$ cat src/rtl/soc_run_mon_pkg.sv
// Shared types for the end-of-run monitor: FSM state encoding, end-cause encoding
// and the saturating change-counter helper.
package soc_run_mon_pkg;

    typedef enum logic [2:0] {
        ST_RUN,
        ST_DUMP_RD,
        ST_DUMP_WAIT,
        ST_DUMP_OUT,
        ST_DONE
    } state_e;

    typedef enum logic [2:0] {
        CAUSE_NONE,
        CAUSE_PASS,
        CAUSE_FAIL,
        CAUSE_TIMEOUT,
        CAUSE_STALL
    } end_cause_e;

    localparam int unsigned CHG_W = 16;

    function automatic logic [CHG_W-1:0] sat_inc_chg(input logic [CHG_W-1:0] v);
        return (v == '1) ? v : v + 1'b1;
    endfunction

endpackage

$ cat src/rtl/soc_run_mon_dump_seq.sv
// Dump sequencer: walks RAM addresses 0..DUMP_DEPTH-1, one read per word, and presents each
// word on a valid/ready port. Idle in ST_RUN until start_i, terminal in ST_DONE until reset.
module soc_run_mon_dump_seq
    import soc_run_mon_pkg::*;
#(
    parameter int unsigned ADDR_W     = 12,
    parameter int unsigned DATA_W     = 32,
    parameter int unsigned DUMP_DEPTH = 4096
) (
    input  logic              clk_i,
    input  logic              rst_i,
    input  logic              start_i,
    output state_e            state_o,
    output logic              mem_rd_en_o,
    output logic [ADDR_W-1:0] mem_rd_addr_o,
    input  logic [DATA_W-1:0] mem_rd_data_i,
    output logic              dump_valid_o,
    output logic [ADDR_W-1:0] dump_addr_o,
    output logic [DATA_W-1:0] dump_data_o,
    input  logic              dump_ready_i,
    output logic              finished_o
);

    localparam logic [ADDR_W-1:0] LAST_IDX = ADDR_W'(DUMP_DEPTH - 1);

    state_e            state_q, state_d;
    logic [ADDR_W-1:0] idx_q, idx_d;
    logic [DATA_W-1:0] data_q, data_d;
    logic              fin_q, fin_d;

    always_comb begin
        state_d      = state_q;
        idx_d        = idx_q;
        data_d       = data_q;
        fin_d        = 1'b0;
        mem_rd_en_o  = 1'b0;
        dump_valid_o = 1'b0;
        unique case (state_q)
            ST_RUN: begin
                if (start_i) begin
                    state_d = ST_DUMP_RD;
                    idx_d   = '0;
                end
            end
            ST_DUMP_RD: begin
                mem_rd_en_o = 1'b1;
                state_d     = ST_DUMP_WAIT;
            end
            ST_DUMP_WAIT: begin
                data_d  = mem_rd_data_i;
                state_d = ST_DUMP_OUT;
            end
            ST_DUMP_OUT: begin
                dump_valid_o = 1'b1;
                if (dump_ready_i) begin
                    if (idx_q == LAST_IDX) begin
                        state_d = ST_DONE;
                        fin_d   = 1'b1;
                    end else begin
                        idx_d   = idx_q + 1'b1;
                        state_d = ST_DUMP_RD;
                    end
                end
            end
            ST_DONE: ;
            default: state_d = ST_RUN;
        endcase
    end

    always_ff @(posedge clk_i) begin
        if (rst_i) begin
            state_q <= ST_RUN;
            idx_q   <= '0;
            data_q  <= '0;
            fin_q   <= 1'b0;
        end else begin
            state_q <= state_d;
            idx_q   <= idx_d;
            data_q  <= data_d;
            fin_q   <= fin_d;
        end
    end

    assign state_o       = state_q;
    assign mem_rd_addr_o = idx_q;
    assign dump_addr_o   = idx_q;
    assign dump_data_o   = data_q;
    assign finished_o    = fin_q;

endmodule

$ cat src/rtl/soc_run_monitor.sv
// End-of-run monitor: pass/fail signature, timeout, per-channel change counts, then RAM dump.
// Stall detection is built only when SOC_RUN_MON_STALL_DETECT_EN is defined.
module soc_run_monitor
    import soc_run_mon_pkg::*;
#(
    parameter int unsigned       NUM_CH         = 2,
    parameter int unsigned       GPIO_W         = 32,
    parameter int unsigned       END_CH         = 0,
    parameter logic [GPIO_W-1:0] PASS_SIG       = 32'h600D0001,
    parameter logic [GPIO_W-1:0] FAIL_SIG       = 32'hBAD00001,
    parameter int unsigned       TIMEOUT_CYCLES = 250000,
    parameter int unsigned       STALL_CYCLES   = 65536,
    parameter int unsigned       CNT_W          = 32,
    parameter int unsigned       DUMP_DEPTH     = 4096,
    parameter int unsigned       ADDR_W         = 12,
    parameter int unsigned       DATA_W         = 32
) (
    input  logic                     clk,
    input  logic                     rst,
    input  logic [NUM_CH*GPIO_W-1:0] gpio_i,
    output logic                     mem_rd_en,
    output logic [ADDR_W-1:0]        mem_rd_addr,
    input  logic [DATA_W-1:0]        mem_rd_data,
    output logic                     dump_valid,
    output logic [ADDR_W-1:0]        dump_addr,
    output logic [DATA_W-1:0]        dump_data,
    input  logic                     dump_ready,
    output logic                     done,
    output logic                     pass,
    output logic                     fail,
    output logic                     timeout,
    output logic                     stall,
    output logic [CNT_W-1:0]         cycle_cnt,
    output logic [NUM_CH*CHG_W-1:0]  chg_cnt
);

    state_e            state;
    logic              seq_finished;
    logic              in_run;
    logic              start;
    logic              any_chg;
    logic              stall_hit;
    end_cause_e        cause;
    logic [GPIO_W-1:0] gpio_ch [NUM_CH];

    logic [GPIO_W-1:0] prev_q    [NUM_CH];
    logic [GPIO_W-1:0] prev_d    [NUM_CH];
    logic [CHG_W-1:0]  chg_cnt_q [NUM_CH];
    logic [CHG_W-1:0]  chg_cnt_d [NUM_CH];
    logic [CNT_W-1:0]  cycle_cnt_q, cycle_cnt_d;
    logic              pass_q, pass_d;
    logic              fail_q, fail_d;
    logic              timeout_q, timeout_d;
    logic              stall_q, stall_d;
    logic              done_q, done_d;

    always_comb begin
        any_chg = 1'b0;
        for (int unsigned k = 0; k < NUM_CH; k++) begin
            gpio_ch[k] = gpio_i[k*GPIO_W +: GPIO_W];
            if (gpio_ch[k] != prev_q[k]) any_chg = 1'b1;
        end
    end

`ifdef SOC_RUN_MON_STALL_DETECT_EN
    localparam int unsigned IDLE_W = $clog2(STALL_CYCLES + 1);

    logic [IDLE_W-1:0] idle_q, idle_d;

    // The stall fires on the cycle whose idle count would reach STALL_CYCLES.
    assign stall_hit = !any_chg && (idle_q == IDLE_W'(STALL_CYCLES - 1));

    always_comb begin
        idle_d = idle_q;
        if (in_run && (cause == CAUSE_NONE)) idle_d = any_chg ? '0 : idle_q + 1'b1;
    end

    always_ff @(posedge clk) begin
        if (rst) idle_q <= '0;
        else     idle_q <= idle_d;
    end
`else
    assign stall_hit = 1'b0;
`endif

    assign in_run = (state == ST_RUN);

    always_comb begin
        cause = CAUSE_NONE;
        if (gpio_ch[END_CH] == PASS_SIG)                          cause = CAUSE_PASS;
        else if (gpio_ch[END_CH] == FAIL_SIG)                     cause = CAUSE_FAIL;
        else if (cycle_cnt_q == CNT_W'(TIMEOUT_CYCLES - 1))       cause = CAUSE_TIMEOUT;
        else if (stall_hit)                                       cause = CAUSE_STALL;
    end

    assign start = in_run && (cause != CAUSE_NONE);

    // The ending cycle only latches the cause; all counters hold their last RUN value.
    always_comb begin
        prev_d      = prev_q;
        chg_cnt_d   = chg_cnt_q;
        cycle_cnt_d = cycle_cnt_q;
        pass_d      = pass_q;
        fail_d      = fail_q;
        timeout_d   = timeout_q;
        stall_d     = stall_q;
        done_d      = done_q | seq_finished;
        if (in_run) begin
            prev_d = gpio_ch;
            unique case (cause)
                CAUSE_NONE: begin
                    cycle_cnt_d = (cycle_cnt_q == '1) ? cycle_cnt_q : cycle_cnt_q + 1'b1;
                    for (int unsigned k = 0; k < NUM_CH; k++) begin
                        if (gpio_ch[k] != prev_q[k]) chg_cnt_d[k] = sat_inc_chg(chg_cnt_q[k]);
                    end
                end
                CAUSE_PASS:    pass_d    = 1'b1;
                CAUSE_FAIL:    fail_d    = 1'b1;
                CAUSE_TIMEOUT: timeout_d = 1'b1;
                CAUSE_STALL:   stall_d   = 1'b1;
                default: ;
            endcase
        end
    end

    always_ff @(posedge clk) begin
        if (rst) begin
            for (int unsigned k = 0; k < NUM_CH; k++) begin
                prev_q[k]    <= '0;
                chg_cnt_q[k] <= '0;
            end
            cycle_cnt_q <= '0;
            pass_q      <= 1'b0;
            fail_q      <= 1'b0;
            timeout_q   <= 1'b0;
            stall_q     <= 1'b0;
            done_q      <= 1'b0;
        end else begin
            prev_q      <= prev_d;
            chg_cnt_q   <= chg_cnt_d;
            cycle_cnt_q <= cycle_cnt_d;
            pass_q      <= pass_d;
            fail_q      <= fail_d;
            timeout_q   <= timeout_d;
            stall_q     <= stall_d;
            done_q      <= done_d;
        end
    end

    soc_run_mon_dump_seq #(
        .ADDR_W    (ADDR_W),
        .DATA_W    (DATA_W),
        .DUMP_DEPTH(DUMP_DEPTH)
    ) u_dump_seq (
        .clk_i        (clk),
        .rst_i        (rst),
        .start_i      (start),
        .state_o      (state),
        .mem_rd_en_o  (mem_rd_en),
        .mem_rd_addr_o(mem_rd_addr),
        .mem_rd_data_i(mem_rd_data),
        .dump_valid_o (dump_valid),
        .dump_addr_o  (dump_addr),
        .dump_data_o  (dump_data),
        .dump_ready_i (dump_ready),
        .finished_o   (seq_finished)
    );

    always_comb begin
        chg_cnt = '0;
        for (int unsigned k = 0; k < NUM_CH; k++) chg_cnt[k*CHG_W +: CHG_W] = chg_cnt_q[k];
    end

    assign cycle_cnt = cycle_cnt_q;
    assign pass      = pass_q;
    assign fail      = fail_q;
    assign timeout   = timeout_q;
    assign stall     = stall_q;
    assign done      = done_q;

endmodule
$ cat config.mk
export PLATFORM = sky130hd
export DESIGN_NAME = soc_run_monitor
export DESIGN_NICKNAME = d
export VERILOG_FILES = /design/src/rtl/soc_run_mon_pkg.sv /design/src/rtl/soc_run_mon_dump_seq.sv /design/src/rtl/soc_run_monitor.sv
export SDC_FILE = /design/constraint.sdc
export NUM_CORES = 1
export LEC_CHECK = 0
export CAP_MARGIN = 30
export CORE_MARGIN = 2
export CORE_UTILIZATION = 30
export CTS_CLUSTER_SIZE = 40
export DETAILED_ROUTE_END_ITERATION = 8
export HOLD_SLACK_MARGIN = 0.05
export SLEW_MARGIN = 40
export SYNTH_ARGS = -nofsm -noshare
export SYNTH_HDL_FRONTEND = slang
export SYNTH_HIERARCHICAL = 1
export SYNTH_SLANG_ARGS = --single-unit
$ cat constraint.sdc
create_clock -name clk -period 2.3 [get_ports clk]
set_input_delay 0.345 -clock clk [delete_from_list [all_inputs] [get_ports clk]]
set_output_delay 0.345 -clock clk [all_outputs]
set_load 0.01 [all_outputs]
# Yosys cells after proc, flatten, opt, wreduce, memory -nomap -nowiden
# Index checks and enable logic that the tools add are counted.
# totals
regBits,181
out_inout_bits,127
wordCells,74
# op_classes
add_sub_neg,4
n_eq_ne,20
mux,14
n_bitwise,7
reduce_logical,15
# op_table
cell,count
$eq A32 B32 Y1 const B,2
$ne A32 B32 Y1,2
$mux W12,3
$add A16 B1 Y16 const B,2
$add A32 B1 Y32 const B,1
$eq A16 B16 Y1 const B,2
$eq A32 B18 Y1 const B,1
$eq A32 B31 Y1 const B,1
$pmux W12 S2,1
$pmux W3 S5,1
$add A12 B1 Y12 const B,1
$eq A12 B12 Y1 const B,1
$eq A3 B2 Y1 const B,4
$reduce_and A4 Y1,3
$mux W3,3
$reduce_and A2 Y1,4
$eq A3 B1 Y1 const B,2
$eq A3 B3 Y1 const B,2
$logic_not A3 Y1,2
$mux W2,3
$not A1 Y1,6
$reduce_and A3 Y1,2
$ne A2 B2 Y1 const B,2
$mux W1,3
6 further kinds,6

# Longest topological paths before layout
# Gate-level depths: netlist (run 1).
# logic_depth
depth_word,8
depth_mapped,9
ltp_nobuf,8

# Hierarchy
# Netlist (run 1), hierarchy kept.
# by_module_without_submodules
mod,n_inst,cells_each,area_per_inst_um2,seq_area_each_um2
soc_run_monitor,1,769,6383.6,2642.5
soc_run_mon_dump_seq,1,267,2142.1,960.9

# Worst setup path before layout (run 1)
# OpenSTA, ideal clock, no wires.
# synth_path
kind,reg-to-reg
start,register cycle_cnt_q[0] (netlist: cycle_cnt[0])
end,register u_dump_seq.idx_q[7] (netlist: u_dump_seq/dump_addr_o[7])
setup_ps,135
arrival_time_ps,2403
required_time_ps,2165
path_slack_ps,-238
stages_incl_launch_ff,10
cell_sequence,dfxtp_1 > ha_1 > nand3_1 > nor4_2 > nor2_1 > nor2_1 > a31oi_2 > buf_2 > o311ai_0 > o41ai_1
# synth_via
elab_chain_len,8
# synth_rtl
element,line,text
start: declaration,soc_run_monitor.sv:50,"logic [CNT_W-1:0] cycle_cnt_q, cycle_cnt_d;"
start signal: assignment,soc_run_monitor.sv:141,cycle_cnt_q <= cycle_cnt_d;
$eq A32 B18 Y1,soc_run_monitor.sv:92,else if (cycle_cnt_q == CNT_W'(TIMEOUT_CYCLES - 1)) cause = CAUSE_TIMEOUT;
$mux W2,soc_run_monitor.sv:92,
$mux W2,soc_run_monitor.sv:91,else if (gpio_ch[END_CH] == FAIL_SIG) cause = CAUSE_FAIL;
$mux W2,soc_run_monitor.sv:90,if (gpio_ch[END_CH] == PASS_SIG) cause = CAUSE_PASS;
$reduce_bool A3 Y1,soc_run_monitor.sv:96,assign start = in_run && (cause != CAUSE_NONE);
$logic_and A1 B1 Y1,soc_run_monitor.sv:96,
net start,soc_run_monitor.sv:40,logic start;
$ne A2 B1 Y1 (no line),--,
$reduce_and A4 Y1 (no line),--,
end signal: assignment,soc_run_mon_dump_seq.sv:78,idx_q <= idx_d;
end: declaration,soc_run_mon_dump_seq.sv:27,"logic [ADDR_W-1:0] idx_q, idx_d;"
# The timed path passes the listed nets, and every way through them passes these cells.
# A chain may end at the register's enable or synchronous reset.

# Final worst setup path (run 1)
# layout_path
start,input port gpio_i[5]
end,register u_dump_seq.idx_q[6] (netlist: u_dump_seq/dump_addr_o[6])
# layout_via
elab_chain_len,7
elab_cells_between_ends,8
cone_classes,eq/ne: 3; mux: 2; reduce/logical: 3
# layout_rtl
element,line,text
start: declaration,soc_run_monitor.sv:20,"input logic [NUM_CH*GPIO_W-1:0] gpio_i,"
$eq A32 B32 Y1,soc_run_monitor.sv:91,
$mux W2,soc_run_monitor.sv:91,
$mux W2 *,soc_run_monitor.sv:90,
$reduce_bool A3 Y1 *,soc_run_monitor.sv:96,
$logic_and A1 B1 Y1 *,soc_run_monitor.sv:96,
net start,soc_run_monitor.sv:40,
$ne A2 B1 Y1 (no line) *,--,
$reduce_and A4 Y1 (no line) *,--,
# The timed path passes the listed nets; every way through them passes the cells marked *.

==> metrics.txt, run 1 <==
Max clock buf depth 2; DRT antenna net count 0; vias in the first global route 7946; Fillers 2723; Fin Hold WS 0.3492 ns; pre-CTS setup slack -0.6467 ns; Synth Flop Type dfxtp_1; DRC viols 0; dpl cells 1699; worst-skew pair later-pin latency 0.43 ns; Top delay family on crit path simple AND/OR/NAND/NOR gates; All-Layer GR Usage 16.88%; Worst slew margin 63.54%; Crit. path cell count 9; H-tree depth 4; DR pass1 iterations 5; Post-Route WL 25.43 mm; Max FO, Critical Path 6; clock transition at the registers of the reported paths 0.07 ns; Overflow after GRT 0; sequential area share after synthesis 42.27%; Leakage 4.841 nW; Avg WL per Cell 14.62 um; Design Area, Final 12740 um^2; unique cell type count in the Yosys netlist 60; nets@finish 1450; PortBufs 224; largest net degree at the start of global routing 61; Cell Pwr Density 523.4 nW/um^2; CTS Sinks 180; slowest stage delay, CP 0.48 ns; Placement Cell Area 11960 um^2; maxcap violations 0; core box area 27860 um^2; critical-path cell list clkdlybuf4s50_1, nor4_1, nand2_1, a2111oi_4, nor2_2, nor2_4, a31oi_4, or4b_1, a21oi_1; CP max stage cell or4b_1; Syn. warnings 6; Min-Delay Path Class input pin to flop; hold path depth 2; Die X 172.6 um; Clock Skew 0.01441 ns; Syn Std Cell Area 8526 um^2; Via Count 8281; Vias/cell 4.762; Seq cells post-synth 180; final setup fails 0; fin crit period 2.281 ns; die area 29780 um^2; Crit Path Category input pin to flop; CP arrival 2.63 ns; row count 61; synthesized instance count 1036; VDD IR max 0.0003853 V; achievable frequency 438.4 MHz; Crit. End Element flop; routability cong. 0.8146; syn nets 1139; status finished, final reports clean; share of layout cells above drive strength 1 17.37%; CP Data Required Time 2.65 ns; clock root cell clkbuf_16; EDFF count, synth 0; period utilisation layout 99.18%; Async SR Flop Fraction 0%; Hold Vio Cnt, Final 0; DP HPWL 18.60 mm; CP Launch Type input pin; R2R Setup Slk 0.05 ns; initial core utilization 30.60%; Post-CTS Hold Fix Bufs 0; first-pass GRT wire length 41.21 mm; commonest non-fill, non-tap cell in the layout nand2_1; max-slew violations 0; CP Buf/Inv Count 1; Worst Tran Pin Value 0.5468 ns; TritonCTS clock tree done; RSZ-0062 raised after global routing yes; Iteration-0 DRC Markers 541; antenna violations before repair 3; final non-filler cell total 1739; syn avg cell area 8.229 um^2; CTS buffer count 17; post-route worst setup slack 0.01894 ns; highest-count cells in the layout ignoring fill and taps nand2_1 (217), clkdlybuf4s50_1 (207), dfxtp_1 (177), buf_4 (128), a21oi_1 (110); Reg2Reg Depth 9; I/O pin total 226; Die Y 172.6 um; Syn-to-layout area delta 49.49%
routing by layer:
metal  wire length, um  GRT usage (%)
met1             11860          22.27
met2             12150          28.06
met3              1013          3.100
met4               396          5.093
met5                11              0
path summary, 6_finish.rpt:
kind	start	end
setup / recovery	gpio_i[5]	u_dump_seq/dump_addr_o[6]
hold reg to reg	u_dump_seq/finished_o	done
hold / removal	rst	done
setup reg to reg	cycle_cnt[9]	u_dump_seq/dump_addr_o[6]
layout make-up:
cell class / count / area (um^2) / area share, %
Multi-Input combinational cell: 773 / 4725 / 37.07
Sequential cell: 180 / 3607 / 28.30
Timing Repair Buffer: 359 / 3307 / 25.95
Tap cell: 378 / 473.0 / 3.711
Clock buffer: 17 / 425.4 / 3.338
Clock inverter: 14 / 142.6 / 1.119
Inverter: 16 / 60.06 / 0.4712
Antenna cell: 2 / 5.005 / 0.03927
flip-flops by register name, summed over array words and instances (netlist names):
register,flops
u_dump_seq/dump_addr_o,12
prev_q,64
chg_cnt,32
timeout,1
cycle_cnt,32
pass,1
done,1
fail,1
u_dump_seq/dump_data_o,32
u_dump_seq/finished_o,1
u_dump_seq/state_o,3
metrics by stage:
stage                     power [mW]  setup TNS [ns]  utilization, %
after floorplan                3.546        -0.09620               -
after global placement         3.895          -27.48           42.95
after detailed placement       3.907          -28.81           42.95
after CTS                      6.775        -0.05327           45.36
after global routing           6.958          -1.055           45.73
final                          6.671               0           45.75
cell families after synthesis:
group	Yosys count	synth area share, %
buf+inv	83	4.638
fa+ha+maj	4	0.5871
other cells	1	0.04398
xor+xnor	113	11.61
flops	180	42.27
compound gates	147	10.36
simple gates	500	29.48
mux	8	1.013
cells in the mapped netlist, types with 5 or more instances:
| library cell | count | share of area [%] |
|---|---|---|
| nor3_1 | 21 | 1.2 |
| and3_1 | 16 | 1.2 |
| nor4_1 | 24 | 1.8 |
| inv_1 | 16 | 0.70 |
| and4_1 | 8 | 0.82 |
| nor3_2 | 7 | 0.82 |
| o21ai_0 | 7 | 0.41 |
| nand4_1 | 31 | 2.3 |
| a21oi_1 | 110 | 6.5 |
| or3_1 | 10 | 0.73 |
| xnor2_1 | 55 | 5.7 |
| nor4_2 | 5 | 0.73 |
| nand3_1 | 35 | 2.1 |
| buf_4 | 16 | 1.4 |
| dfxtp_1 | 180 | 42 |
| nand2_1 | 217 | 9.6 |
| a211oi_1 | 5 | 0.44 |
| and2_1 | 9 | 0.66 |
| xor2_1 | 58 | 6.0 |
| buf_2 | 7 | 0.41 |
| clkbuf_1 | 40 | 1.8 |
| nor2_1 | 78 | 3.4 |
| nor2b_1 | 8 | 0.59 |
worst reg2reg max path, stage by stage, from the launching register on:
cell	delay, ns
dfxtp_2	0.34
nor4b_4	0.27
nand4_1	0.19
nor4_4	0.23
buf_4	0.17
nor2_2	0.05
nor2_4	0.17
a31oi_4	0.14
or4b_1	0.48
a21oi_1	0.12
where the power goes:
group	switching [mW]	internal (mW)
Clock	1.41	1.44
Sequential	0.0553	3.19
Combinational	0.244	0.331
Total	1.71	4.96
timing repair:
action	in CTS	in global routing
gates resized for setup	35	17
setup endpoints to repair	31	58
buffers inserted	3	4
pin swaps	15	9
Power figures use the tool's default switching activity.
==> run 2, diff against run 1 <==
TNS_END_PERCENT = 30   (was unset)
==> run 2 against run 1 <==
Maximum frequency increased by 0.12%. Final cell count shrank 0.12%. Core utilization shrank 0.090 points. Wire length down 0.32%. Count of clock-buffer cells in the layout unchanged. Combinational power hardly changed. Clock power is essentially flat. Power barely moved. Cell area fell by 0.20%. Clock skew shrank 0.0020 ns. Hold slack is essentially flat. Sequential cell count unchanged. Largest cell class unchanged.
==> metrics.txt, run 2 (same netlist as run 1, synthesis figures left out) <==
largest net degree at the start of global routing 61; net switching power 1.703 mW; Reg2Reg Depth 8; Worst R2R End u_dump_seq/dump_addr_o[6]; clock transition at the registers of the reported paths 0.07 ns; row count 61; CTS Sinks 180; Min-Delay Endpoint done; met3 Use GR 3.078%; Die X 172.6 um; H-tree depth 4; Setup TNS 0 ns; Hold Vio Cnt, Final 0; commonest non-fill, non-tap cell in the layout nand2_1; Iteration-0 DRC Markers 507; CP arrival 2.63 ns; number of flip-flops in the largest register 64; Switching Share 25.55%; GR Util met1 22.27%; share of layout cells above drive strength 1 17.17%; Internal 4.964 mW; Crit. End Element flop; DRT antenna net count 0; Cell Pwr Density 524.2 nW/um^2; PortBufs 224; Top reg by flops prev_q; Worst slew margin 63.06%; clock root cell clkbuf_16; Die Y 172.6 um; Fin Hold WS 0.3489 ns; highest-count cells in the layout ignoring fill and taps nand2_1 (217), clkdlybuf4s50_1 (206), dfxtp_1 (177), buf_4 (127), a21oi_1 (110); CP Launch Type input pin; DP HPWL 18.60 mm; TritonCTS clock tree done; GRT busiest layer met2; vias in the first global route 7924; CP Data Required Time 2.65 ns; min-delay src rst; CTS buffer count 17; Min-Delay Path Class input pin to flop; Leakage 4.831 nW; status finished, final reports clean; Crit Path Category input pin to flop; Avg WL per Cell 14.59 um; RSZ-0062 raised after global routing yes; fin crit period 2.278 ns; VDD IR max 0.0003854 V; DRC viols 0; nets@finish 1448; Via Count 8246; Max clock buf depth 2; routability cong. 0.8146; worst-skew pair later-pin latency 0.43 ns; final setup fails 0; Max FO, Critical Path 6; core box area 27860 um^2; hold path depth 2; Vias/cell 4.747; Clock Skew 0.01243 ns; Worst Tran Pin Value 0.5541 ns; first-pass GRT wire length 41.13 mm; initial core utilization 30.60%; All-Layer GR Usage 16.84%; Syn-to-layout area delta 49.19%; RR Startpoint cycle_cnt[9]; I/O pin total 226; DR pass1 iterations 5; Reg power frac 48.7%; Post-CTS Hold Fix Bufs 0; Post-Route WL 25.35 mm; slowest stage delay, CP 0.48 ns; antenna violations before repair 3; achievable frequency 438.9 MHz; die area 29780 um^2; power share of the clock group 42.7%; period utilisation layout 99.05%; Logic pwr share 8.6%; R2R Setup Slk 0.04 ns; critical-path cell list clkdlybuf4s50_1, nor4_1, nand2_1, a2111oi_4, nor2_2, nor2_4, a31oi_4, or4b_1, a21oi_1; maxcap violations 0; Overflow after GRT 0; met2 Use GR 28.03%; CP max stage cell or4b_1; max-slew violations 0
[run 2: changes by cell type in the layout (fill, tap and decap cells not counted)]
cell             delta
buf_4               -1
clkdlybuf4s50_1     -1
nor3_2              -1
buf_6               -1
dlygate4sd2_1       +1
nor3_1              +1
[run 2: how the worst max path moves through the flow]
stage	from	to	slack, ns	cells past startpoint
floorplan	gpio_i[18]	u_dump_seq/dump_addr_o[7]	-0.03	9
global placement	gpio_i[25]	u_dump_seq/dump_addr_o[6]	-0.62	9
detailed placement	gpio_i[25]	u_dump_seq/dump_addr_o[8]	-0.65	10
CTS	cycle_cnt[21]	u_dump_seq/dump_addr_o[6]	-0.03	8
global route	cycle_cnt[9]	u_dump_seq/dump_addr_o[6]	-0.15	8
finish	gpio_i[5]	u_dump_seq/dump_addr_o[6]	0.02	9
[run 2: worst max-delay path: cells and delay by family]
kind | cells | cell delay [ns]
AND/OR/NAND/NOR | 5 | 1.20
buffers and inverters | 1 | 0.43
AO/OA/AOI/OAI | 3 | 0.65
[run 2: cell type report]
class | instances | area (um^2)
fillers | 2723 | 15140
clock buffers | 17 | 425.4
well taps | 378 | 473.0
multi-input cells | 773 | 4720
flip-flops and latches | 180 | 3607
inverters | 16 | 60.06
clock inverters | 14 | 142.6
diodes | 2 | 5.005
repair buffers | 357 | 3287
[run 2: repair_timing]
item / CTS / global route
buffers inserted: 2 / 3
endpoints found under the setup margin: 31 / 58
resized for setup: 36 / 15
pin swaps: 14 / 9
[run 2: through the flow]
step | cell area (um^2) | cells | util (%) | power [mW] | setup WS [ns]
4_1_cts | 12630 | 1732 | 45.33 | 6.775 | -0.03132
6_report | 12720 | 1737 | 45.66 | 6.668 | 0.02175
5_1_grt | 12710 | 1735 | 45.64 | 6.958 | -0.1534
3_5_place_dp | 11960 | 1699 | 42.95 | 3.907 | -0.6467
3_3_place_gp | 11960 | 1699 | 42.95 | 3.895 | -0.6242
2_1_floorplan | 8556 | 1036 | - | 3.546 | -0.03166
[run 2: power by group through the flow]
| stage | registers, mW | clock network [mW] | logic (mW) |
|---|---|---|---|
| final | 3.25 | 2.84 | 0.575 |
| after floorplan | 3.32 | 0 | 0.224 |
| after detailed placement | 3.32 | 0 | 0.585 |
| after CTS | 3.25 | 2.95 | 0.580 |
| after global routing | 3.26 | 3.07 | 0.630 |
| after global placement | 3.32 | 0 | 0.577 |
[run 2: routing by layer]
metal  wire length [um]  vias up
met5                 11        -
met4                415        2
met3               1036       29
met2              12130      171
met1              11760     3883
li1                   -     4161
